==> src/rtl/imem_boot_loader_pkg.sv <==
// -----------------------------------------------------------------------------
// imem_boot_pkg
// Shared types and helpers for the instruction-memory boot loader.
//   boot_state_e       : controller state (RUN, LEN, DATA, SUM, ERR)
//   LEN_ZERO_MEANS_256 : a length byte of 0 announces a full 256-byte image
//   twos_neg8()        : checksum rule; the trailer byte must equal -sum mod 256
//   frame_len()        : converts the length byte into a remaining-byte count
// -----------------------------------------------------------------------------
package imem_boot_pkg;

   typedef enum logic [2:0] {
      ST_RUN  = 3'd0,
      ST_LEN  = 3'd1,
      ST_DATA = 3'd2,
      ST_SUM  = 3'd3,
      ST_ERR  = 3'd4
   } boot_state_e;

   localparam logic LEN_ZERO_MEANS_256 = 1'b1;

   // Two's complement negation; a frame is valid when sum + trailer == 0 mod 256.
   function automatic logic [7:0] twos_neg8(input logic [7:0] v);
      return (~v) + 8'd1;
   endfunction

   // Nine bits so that a full 256-byte image can be counted down.
   function automatic logic [8:0] frame_len(input logic [7:0] len_byte);
      if (LEN_ZERO_MEANS_256 && (len_byte == 8'd0)) begin
         return 9'd256;
      end
      return {1'b0, len_byte};
   endfunction

endpackage

==> src/rtl/imem_boot_loader_if.sv <==
// -----------------------------------------------------------------------------
// imem_boot_loader_if
// Groups the byte stream from the UART receiver and the instruction-memory
// port driven by the boot loader.
//   rx_valid / rx_data / rx_ready : byte stream into the loader
//   mem_addr / mem_w_data / mem_w_en : instruction-memory port
// Handshake: a byte moves on a rising clock edge where rx_valid && rx_ready
// are both high; the source keeps rx_data stable while rx_valid is high and
// the byte has not yet been taken. rx_ready does not depend on rx_valid.
// Modports: master = loader side, slave = stream source / memory side.
// -----------------------------------------------------------------------------
interface imem_boot_loader_if;

   logic       rx_valid;
   logic [7:0] rx_data;
   logic       rx_ready;
   logic [7:0] mem_addr;
   logic [7:0] mem_w_data;
   logic       mem_w_en;

   modport master (
      input  rx_valid,
      input  rx_data,
      output rx_ready,
      output mem_addr,
      output mem_w_data,
      output mem_w_en
   );

   modport slave (
      output rx_valid,
      output rx_data,
      input  rx_ready,
      input  mem_addr,
      input  mem_w_data,
      input  mem_w_en
   );

endinterface

==> src/rtl/imem_boot_loader_timeout.sv <==
// -----------------------------------------------------------------------------
// imem_boot_timeout
// Idle-cycle counter used to abort a stalled load.
//   clock    : system clock
//   reset    : synchronous, active-high
//   i_en     : counting allowed (loader is in a busy state)
//   i_clr    : restart the idle count (byte accepted)
//   o_expire : this cycle is the TIMEOUT-th consecutive idle cycle
// With TIMEOUT == 0 the counter never advances and o_expire stays low.
// -----------------------------------------------------------------------------
module imem_boot_timeout #(
   parameter logic [15:0] TIMEOUT = 16'd0
) (
   input  logic clock,
   input  logic reset,
   input  logic i_en,
   input  logic i_clr,
   output logic o_expire
);

   localparam logic        ENABLED = (TIMEOUT != 16'd0);
   // The count shows completed idle cycles, so the TIMEOUT-th idle cycle is
   // the one that starts with the count at TIMEOUT-1.
   localparam logic [15:0] LIMIT   = ENABLED ? (TIMEOUT - 16'd1) : 16'd0;

   logic [15:0] r_count;

   assign o_expire = ENABLED && i_en && !i_clr && (r_count == LIMIT);

   always_ff @(posedge clock) begin
      if (reset || !i_en || i_clr || o_expire) begin
         r_count <= 16'd0;
      end else if (ENABLED) begin
         r_count <= r_count + 16'd1;
      end
   end

endmodule

==> src/rtl/imem_boot_loader.sv <==
// -----------------------------------------------------------------------------
// imem_boot_loader
// Shares the 8-bit instruction-memory port between CPU fetch and a framed
// program loader. A frame is: length byte (0 = 256), payload bytes written
// from LOAD_BASE upward (wrapping), then a checksum byte equal to the
// two's complement of the payload sum. The CPU is held in reset while a
// load is in progress or after a failed load.
// Ports:
//   clock, reset  : system clock, synchronous active-high reset
//   load_req      : one-cycle pulse starting a load (honoured in RUN / ERR)
//   cpu_pc        : CPU fetch address, routed to mem_addr while in RUN
//   cpu_reset     : holds the CPU in reset (LEN, DATA, SUM, ERR)
//   busy          : high in LEN, DATA, SUM
//   done          : one-cycle pulse after a successful load
//   err           : high while in ERR
//   o_dbg_state   : current controller state
//   bus           : byte stream + instruction-memory port (master side)
// Parameters:
//   LOAD_BASE : first address written by a load
//   TIMEOUT   : idle cycles tolerated between bytes, 0 disables the abort
// -----------------------------------------------------------------------------
module imem_boot_loader
   import imem_boot_pkg::*;
#(
   parameter logic [7:0]  LOAD_BASE = 8'h00,
   parameter logic [15:0] TIMEOUT   = 16'd0
) (
   input  logic                clock,
   input  logic                reset,
   input  logic                load_req,
   input  logic [7:0]          cpu_pc,
   output logic                cpu_reset,
   output logic                busy,
   output logic                done,
   output logic                err,
   output boot_state_e         o_dbg_state,
   imem_boot_loader_if.master  bus
);

   boot_state_e r_state;
   boot_state_e w_state_next;

   logic [8:0] r_remaining;
   logic [7:0] r_wr_ptr;
   logic [7:0] r_sum;
   logic [7:0] r_mem_addr;
   logic [7:0] r_mem_w_data;
   logic       r_mem_w_en;
   logic       r_done;

   logic       w_busy;
   logic       w_accept;
   logic       w_sum_ok;
   logic       w_last_data;
   logic       w_expire;

   assign w_busy      = (r_state == ST_LEN) || (r_state == ST_DATA) || (r_state == ST_SUM);
   assign w_accept    = w_busy && bus.rx_valid;
   assign w_sum_ok    = (bus.rx_data == twos_neg8(r_sum));
   assign w_last_data = (r_remaining == 9'd1);

   // Every entry into a busy state happens either on an accepted byte or from
   // RUN/ERR where counting is disabled, so clearing on accept also covers
   // the clear-on-entry behaviour without a combinational loop through
   // the next-state logic.
   imem_boot_timeout #(
      .TIMEOUT (TIMEOUT)
   ) u_timeout (
      .clock    (clock),
      .reset    (reset),
      .i_en     (w_busy),
      .i_clr    (w_accept),
      .o_expire (w_expire)
   );

   // ---------------------------------------------------------------------
   // State register
   // ---------------------------------------------------------------------
   always_ff @(posedge clock) begin
      if (reset) begin
         r_state <= ST_RUN;
      end else begin
         r_state <= w_state_next;
      end
   end

   // ---------------------------------------------------------------------
   // Next-state logic. load_req is ignored while a load is in progress.
   // ---------------------------------------------------------------------
   always_comb begin
      w_state_next = r_state;
      case (r_state)
         ST_RUN: begin
            if (load_req) begin
               w_state_next = ST_LEN;
            end
         end
         ST_LEN: begin
            if (w_accept) begin
               w_state_next = ST_DATA;
            end else if (w_expire) begin
               w_state_next = ST_ERR;
            end
         end
         ST_DATA: begin
            if (w_accept && w_last_data) begin
               w_state_next = ST_SUM;
            end else if (w_expire) begin
               w_state_next = ST_ERR;
            end
         end
         ST_SUM: begin
            if (w_accept) begin
               w_state_next = w_sum_ok ? ST_RUN : ST_ERR;
            end else if (w_expire) begin
               w_state_next = ST_ERR;
            end
         end
         ST_ERR: begin
            if (load_req) begin
               w_state_next = ST_LEN;
            end
         end
         default: begin
            w_state_next = ST_RUN;
         end
      endcase
   end

   // ---------------------------------------------------------------------
   // Datapath: length counter, write pointer, running sum, write register.
   // The write strobe is registered, so a payload byte appears on the
   // memory port the cycle after it is accepted; the final payload write
   // therefore lands in the first SUM cycle.
   // ---------------------------------------------------------------------
   always_ff @(posedge clock) begin
      if (reset) begin
         r_remaining  <= 9'd0;
         r_wr_ptr     <= 8'd0;
         r_sum        <= 8'd0;
         r_mem_addr   <= 8'd0;
         r_mem_w_data <= 8'd0;
         r_mem_w_en   <= 1'b0;
         r_done       <= 1'b0;
      end else begin
         r_mem_w_en <= 1'b0;
         r_done     <= 1'b0;
         case (r_state)
            ST_LEN: begin
               if (w_accept) begin
                  r_remaining <= frame_len(bus.rx_data);
                  r_wr_ptr    <= LOAD_BASE;
                  r_sum       <= 8'd0;
               end
            end
            ST_DATA: begin
               if (w_accept) begin
                  r_mem_w_en   <= 1'b1;
                  r_mem_w_data <= bus.rx_data;
                  r_mem_addr   <= r_wr_ptr;
                  r_wr_ptr     <= r_wr_ptr + 8'd1;
                  r_sum        <= r_sum + bus.rx_data;
                  r_remaining  <= r_remaining - 9'd1;
               end
            end
            ST_SUM: begin
               if (w_accept && w_sum_ok) begin
                  r_done <= 1'b1;
               end
            end
            default: begin
            end
         endcase
      end
   end

   // ---------------------------------------------------------------------
   // Outputs. In RUN the CPU owns the address bus; elsewhere the address
   // register keeps the last write address.
   // ---------------------------------------------------------------------
   assign bus.rx_ready   = w_busy;
   assign bus.mem_w_en   = r_mem_w_en;
   assign bus.mem_w_data = r_mem_w_data;
   assign bus.mem_addr   = ((r_state == ST_RUN) && !r_mem_w_en) ? cpu_pc : r_mem_addr;

   assign busy        = w_busy;
   assign cpu_reset   = (r_state != ST_RUN);
   assign err         = (r_state == ST_ERR);
   assign done        = r_done;
   assign o_dbg_state = r_state;

endmodule

==> src/flat_wrapper.sv <==
// flat-port wrapper written by rule: the top's interface ports become plain ports
module imem_boot_loader_flat import imem_boot_pkg::*;
#(
   parameter logic [7:0]  LOAD_BASE = 8'h00,
   parameter logic [15:0] TIMEOUT   = 16'd0
)
  (clock, reset, load_req, cpu_pc, cpu_reset, busy, done, err, o_dbg_state, bus_rx_valid, bus_rx_data, bus_rx_ready, bus_mem_addr, bus_mem_w_data, bus_mem_w_en);
  imem_boot_loader_if bus_i ();
  input  logic clock;
  input  logic reset;
  input  logic load_req;
  input  logic [7:0] cpu_pc;
  output logic cpu_reset;
  output logic busy;
  output logic done;
  output logic err;
  output boot_state_e o_dbg_state;
  input wire logic [$bits(bus_i.rx_valid)-1:0] bus_rx_valid;
  input wire logic [$bits(bus_i.rx_data)-1:0] bus_rx_data;
  output wire logic [$bits(bus_i.rx_ready)-1:0] bus_rx_ready;
  output wire logic [$bits(bus_i.mem_addr)-1:0] bus_mem_addr;
  output wire logic [$bits(bus_i.mem_w_data)-1:0] bus_mem_w_data;
  output wire logic [$bits(bus_i.mem_w_en)-1:0] bus_mem_w_en;
  assign bus_i.rx_valid = bus_rx_valid;
  assign bus_i.rx_data = bus_rx_data;
  assign bus_rx_ready = bus_i.rx_ready;
  assign bus_mem_addr = bus_i.mem_addr;
  assign bus_mem_w_data = bus_i.mem_w_data;
  assign bus_mem_w_en = bus_i.mem_w_en;
  imem_boot_loader #(.LOAD_BASE(LOAD_BASE), .TIMEOUT(TIMEOUT)) u_core (.clock(clock), .reset(reset), .load_req(load_req), .cpu_pc(cpu_pc), .cpu_reset(cpu_reset), .busy(busy), .done(done), .err(err), .o_dbg_state(o_dbg_state), .bus(bus_i));
endmodule
==> config.mk <==
export PLATFORM = sky130hd
export DESIGN_NAME = imem_boot_loader_flat
export DESIGN_NICKNAME = d
export VERILOG_FILES = /design/src/rtl/imem_boot_loader_pkg.sv /design/src/rtl/imem_boot_loader_if.sv /design/src/rtl/imem_boot_loader_timeout.sv /design/src/rtl/imem_boot_loader.sv /design/src/flat_wrapper.sv
export SDC_FILE = /design/constraint.sdc
export NUM_CORES = 1
export LEC_CHECK = 0
export BUFFER_PORTS_ARGS = -buffer_cell sky130_fd_sc_hd__clkbuf_2
export CORE_MARGIN = 1.5
export CORE_UTILIZATION = 25
export CTS_CLUSTER_DIAMETER = 100
export DETAILED_ROUTE_END_ITERATION = 10
export PLACE_DENSITY = 0.46
export SLEW_MARGIN = 30
export SYNTH_ARGS = -nofsm -noshare
export SYNTH_HDL_FRONTEND = slang
export SYNTH_SLANG_ARGS = --single-unit
export TNS_END_PERCENT = 10
==> constraint.sdc <==
create_clock -name clock -period 2.4 [get_ports clock]
set_input_delay 0.72 -clock clock [delete_from_list [all_inputs] [get_ports clock]]
set_output_delay 0.72 -clock clock [all_outputs]
set_load 0.01 [all_outputs]
== Word-level counts from Yosys, hierarchy flattened ==
Index checks and enable logic that the tools add are counted.
Cells by class
  reductions and logical operators: 17
  add/subtract/negate cells: 4
  muxes and demuxes: 23
  equality and inequality tests: 11
  bitwise logic cells: 3
Operators by type and width (number)
  two-way mux 9 bit: 4
  two-way mux 8 bit: 4
  case mux 8 bit (2 select lines): 2
  case mux 9 bit (2 select lines): 1
  adder 8 x 1 -> 8 bit (second input constant): 2
  two-way mux 3 bit: 5
  case mux 3 bit (4 select lines): 1
  equality test 9 x 1 -> 1 bit (second input constant): 1
  subtractor 9 x 1 -> 9 bit (second input constant): 1
  adder 8 bit: 1
  equality test 8 bit: 1
  zero test 8 bit: 1
  != test 2 x 1 -> 1 bit (second input constant): 4
  inverter 8 bit: 1
  equality test 3 x 2 -> 1 bit (second input constant): 2
  two-way mux 1 bit: 6
  OR reduction 2 bit: 3
  logical AND 1 bit: 4
  AND reduction 4 bit: 1
  equality test 3 x 1 -> 1 bit (second input constant): 1
  equality test 3 bit (second input constant): 1
  zero test 3 bit: 1
  AND reduction 3 bit: 1
  nonzero test 3 bit: 1
  6 further kinds: 8
Word-level totals
  input bits: 20
  output and inout bits: 25
  flip-flop bits (word level): 46
  word-level logic and storage cells: 66

== Longest topological paths before layout ==
  depth in word-level cells: 10
  mapped depth: 8
  mapped depth without buffers: 7

== Cells and area by module ==
From an unflattened synthesis, not the netlist that was laid out.
Unflattened totals
  cells, all modules: 354
  area total of the unflattened synthesis: 2825.2 um^2
Modules (own cells, without submodules)
  imem_boot_loader: cells an instance 352, times used 1, area each 2813.9 um^2, sequential area each 920.9 um^2
  imem_boot_timeout: cells an instance 2, times used 1, area each 11.3 um^2, sequential area each 0.0 um^2

== Worst setup path before layout ==
No wires, ideal clock.
  path type: register -> output
  start point: register u_core.r_state[2] (netlist: u_core.o_dbg_state[2])
  end point: output port bus_mem_addr[0]
  stages on the path, launching flop included: 5
  required time: 1.680 ns
  slack: 0.136 ns
  path buffers: 1
  arrival: 1.544 ns
  path through: dfxtp_1 -> buf_2 -> or3_1 -> nor2_4 -> mux2_2
On the way
  word-level cells in the longest chain between the ends: 3
RTL lines
  start: declaration: RTL line imem_boot_loader.sv:40  | boot_state_e r_state;
  start signal: assignment: RTL line imem_boot_loader.sv:83  | r_state <= w_state_next;
  zero test 3 bit: RTL line imem_boot_loader.sv:184  | assign bus.mem_addr = ((r_state == ST_RUN) && !r_mem_w_en) ? cpu_pc : r_mem_addr;
  logical AND 1 bit: RTL line imem_boot_loader.sv:184
  two-way mux 8 bit: RTL line imem_boot_loader.sv:184
  end: declaration: RTL line flat_wrapper.sv:21  | output wire logic [$bits(bus_i.mem_addr)-1:0] bus_mem_addr;
Every way passes these cells.

== Worst setup path after layout ==
  start point: register u_core.r_state[0] (netlist: u_core.o_dbg_state[0])
  end point: output port bus_mem_addr[7]
The elaborated chain is that of the path after synthesis.

==> impl_metrics.yaml <==
outcome:
  status: "finished, violations left"
  violations: "negative setup slack"
power:
  powerDensity_nw_per_um2: 500.1
  leakage_nw: 1.335
  max-vdd-ir-drop_mv: 0.2585
synthesis:
  synth_cell_type_count: 51
  ys_warn_count: 0
  syn_nets: 372
  synth_edf_count: 0
  synth_seq_cells: 46
  yosys_most_used_dff: "dfxtp_1"
  syn_area_per_cell_um2: 7.949
  syn-instance-count: 340
  async_flop_share_pct: 0
  synth.cell_area_um2: 2703
  seq_area_frac_synth_pct: 34.07
critical_path:
  worstPathRequired_ps: 1680
  r2r_slack_ps: 490
  crit_chain: "or3_4 -> nor2_4 -> buf_12 -> mux2_4 -> buf_6"
  crit_buf_inv: 2
  crit_family: "simple AND/OR/NAND/NOR gates"
  cp_slowest_stage_delay_ps: 400
  timing_worst_setup_path_type: "register to primary output"
  critPathSlowestCell: "or3_4"
  crit_path_end_kind: "primary output"
  worstPathArrival_ps: 1730
  crit_fanout: 8
  start_kind: "register"
  reg2reg_to: "u_core.r_remaining[3]"
  reg2reg_from: "u_core.o_dbg_state[2]"
  ff2ff_path_depth: 6
grt:
  antenna_found_initial: 0
  grt_max_degree: 24
  use_met3_pct: 2.371
  grtUsageTotal_pct: 14.14
  grtUsageMet2_pct: 21.61
  use_met1_pct: 20.69
  grt_pass1_vias: 2390
  overflow: 0
  grt_pass1_wl_mm: 12.65
  grt-busiest-layer: "met2"
timing:
  min_period_over_period_pct: 101.9
  max_slew_margin_pct: 63.13
  setup_violations: 8
  hold_viol: 0
  rsz0062_at_grt: "true"
  setup_slack_ps: -46.50
  fmax_mhz: 408.7
  worstMarginPinSlew_ps: 553.0
  period_minus_slack_ps: 2446
  drv_slew: 0
  clock_skew_ps: 6.933
die:
  core_area_um2: 10420
  dieWidth_um: 107.0
  initial_core_util_pct: 25.95
  pin_count: 45
  dieArea_um2: 11440
  fp-row-count: 37
  dieHeight_um: 107.0
detailed_routing:
  ant_nets: 0
  route.detailed.drc: 0
  dr.first_iter.drc_count: 154
  routed_via_density: 4.846
  totalWireLength_mm: 7.838
  drtPass1Iterations: 4
  num_vias: 2588
  wl_per_cell_um: 14.68
clocking:
  cts_buffers: 5
  cts-htree-levels: 2
  cts-root-buf: "clkbuf_8"
  insertion_delay_ps: 300
  cts_tree: "built"
  cts.sinks: 46
  cts_max_path_buffers: 2
  hold_buffers: 0
  clkTransAtPathRegs_ps: 90
finish:
  nets: 429
  fin_area_um2: 3319
  post-route-util_pct: 31.87
  drive_above_1_share_pct: 23.37
  num_antenna_cells: 0
  area_growth_pct: 22.82
worst_hold_path:
  holdPathStages: 2
  worstHoldEndpoint: "u_core.bus.mem_w_data[4]"
  hold_start: "u_core.bus.mem_w_data[4]"
  hold_class: "register to register"
placement:
  placed_area_um2: 3163
  hpwl_mm: 5.738
  gp_routability_congestion: 0.8585
  port-buffer-count: 44
  post-place-ws_ps: -39.42
flow_run:
  max_cap_viol_count: 0
-- registers in the layout, summed over array words and instances (netlist names) --
signal and flops:
u_core.o_dbg_state 3, u_core.bus.mem_w_en 1, u_core.r_sum 8, u_core.r_wr_ptr 8, u_core.r_remaining 9, u_core.bus.mem_w_data 8, u_core.r_mem_addr 8, u_core.done 1
-- report_power, final --
group	internal (mW)	switching [mW]	leakage [nW]
clock	0.206	0.282	0.0452
combinational	0.171	0.207	0.917
sequential	0.779	0.0153	0.372
total	1.16	0.504	1.33
-- cells by family (layout without fill, tap and decap cells) --
| family | Yosys count | in the layout | synth area share, % |
|---|---|---|---|
| AO/OA/AOI/OAI | 91 | 91 | 20.19 |
| buffers and inverters | 28 | 86 | 5.463 |
| adder cells (fa/ha/maj) | 12 | 12 | 5.833 |
| flip-flops | 46 | 46 | 34.07 |
| multiplexers | 8 | 8 | 3.333 |
| AND/OR/NAND/NOR | 139 | 139 | 25.93 |
| XOR/XNOR | 16 | 16 | 5.185 |
-- synth_stat cells, drive strengths merged, types with 6 or more instances --
| cell | instances | area, um2 |
|---|---|---|
| a21oi | 42 | 210.2 |
| buf | 11 | 83.83 |
| clkbuf | 9 | 33.78 |
| dfxtp | 46 | 920.9 |
| ha | 11 | 137.6 |
| inv | 8 | 30.03 |
| mux2 | 8 | 90.09 |
| nand2 | 54 | 202.7 |
| nor2 | 32 | 135.1 |
| nor3 | 9 | 45.04 |
| nor4 | 6 | 37.54 |
| o21ai | 18 | 90.09 |
| xnor2 | 13 | 113.9 |
-- cell type report --
type	instances	area (um2)
Tap cell	136	170.2
Fill cell	1119	7097
Sequential cell	46	923.4
Timing Repair Buffer	70	440.4
Inverter	8	30.03
Clock inverter	2	13.76
Clock buffer	6	72.57
Multi-Input combinational cell	266	1669
-- through the flow --
step | total power, mW | setup TNS [ps] | std cells | hold WS [ps]
6_report | 1.660 | -332.3 | 534 | 462.1
5_1_grt | 1.753 | -794.7 | 534 | 485.4
4_1_cts | 1.681 | -671.1 | 534 | 464.6
3_5_place_dp | 1.158 | -39.42 | 525 | 448.5
3_3_place_gp | 1.157 | -16.22 | 525 | 446.3
2_1_floorplan | 1.034 | 0 | 340 | 433.8
-- worst max path at each step --
stage / start / endpoint / slack [ps] / cells after the start
2_1_floorplan: u_core.o_dbg_state[2] / bus_mem_addr[0] / 140 / 4
3_3_place_gp: bus_rx_data[0] / u_core.r_sum[6] / -20 / 8
3_5_place_dp: bus_rx_data[0] / u_core.r_sum[6] / -40 / 8
4_1_cts: u_core.o_dbg_state[1] / bus_mem_addr[2] / -90 / 5
5_1_grt: u_core.o_dbg_state[0] / bus_mem_addr[7] / -100 / 5
6_report: u_core.o_dbg_state[0] / bus_mem_addr[7] / -50 / 5
-- worst min-delay path: cells and delay by family (launching register included) --
| family | cells | cell delay (ps) |
|---|---|---|
| simple gates | 1 | 50 |
| flops | 1 | 320 |
| compound gates | 1 | 50 |
-- layer usage --
metal / vias up / part of all wire [%] / routed length (um)
met4: 0 / 1.2 / 91
met1: 1204 / 51 / 3983
met2: 55 / 44 / 3414
met3: 8 / 4.5 / 349
li1: 1321 / - / -
met5: - / 0 / 0
-- placed cells by master (no fill, tap or decap), types with 9 or more instances in the layout --
master | netlist | routed
xnor2_1 | 13 | 13
nor3_1 | 9 | 9
buf_4 | 4 | 25
dfxtp_1 | 46 | 44
a21oi_1 | 42 | 42
nand2_1 | 54 | 54
o21ai_0 | 18 | 18
nor2_1 | 30 | 30
ha_1 | 11 | 11
clkbuf_2 | 0 | 42
-- repair_timing --
| item | CTS | global route |
|---|---|---|
| buffers inserted | 1 | 0 |
| setup endpoints to repair | 8 | 8 |
| pin swaps | 2 | 2 |
| endpoints found under the hold margin | 0 | 0 |
| resized for setup | 10 | 5 |
(Power assumes the default switching activity.)
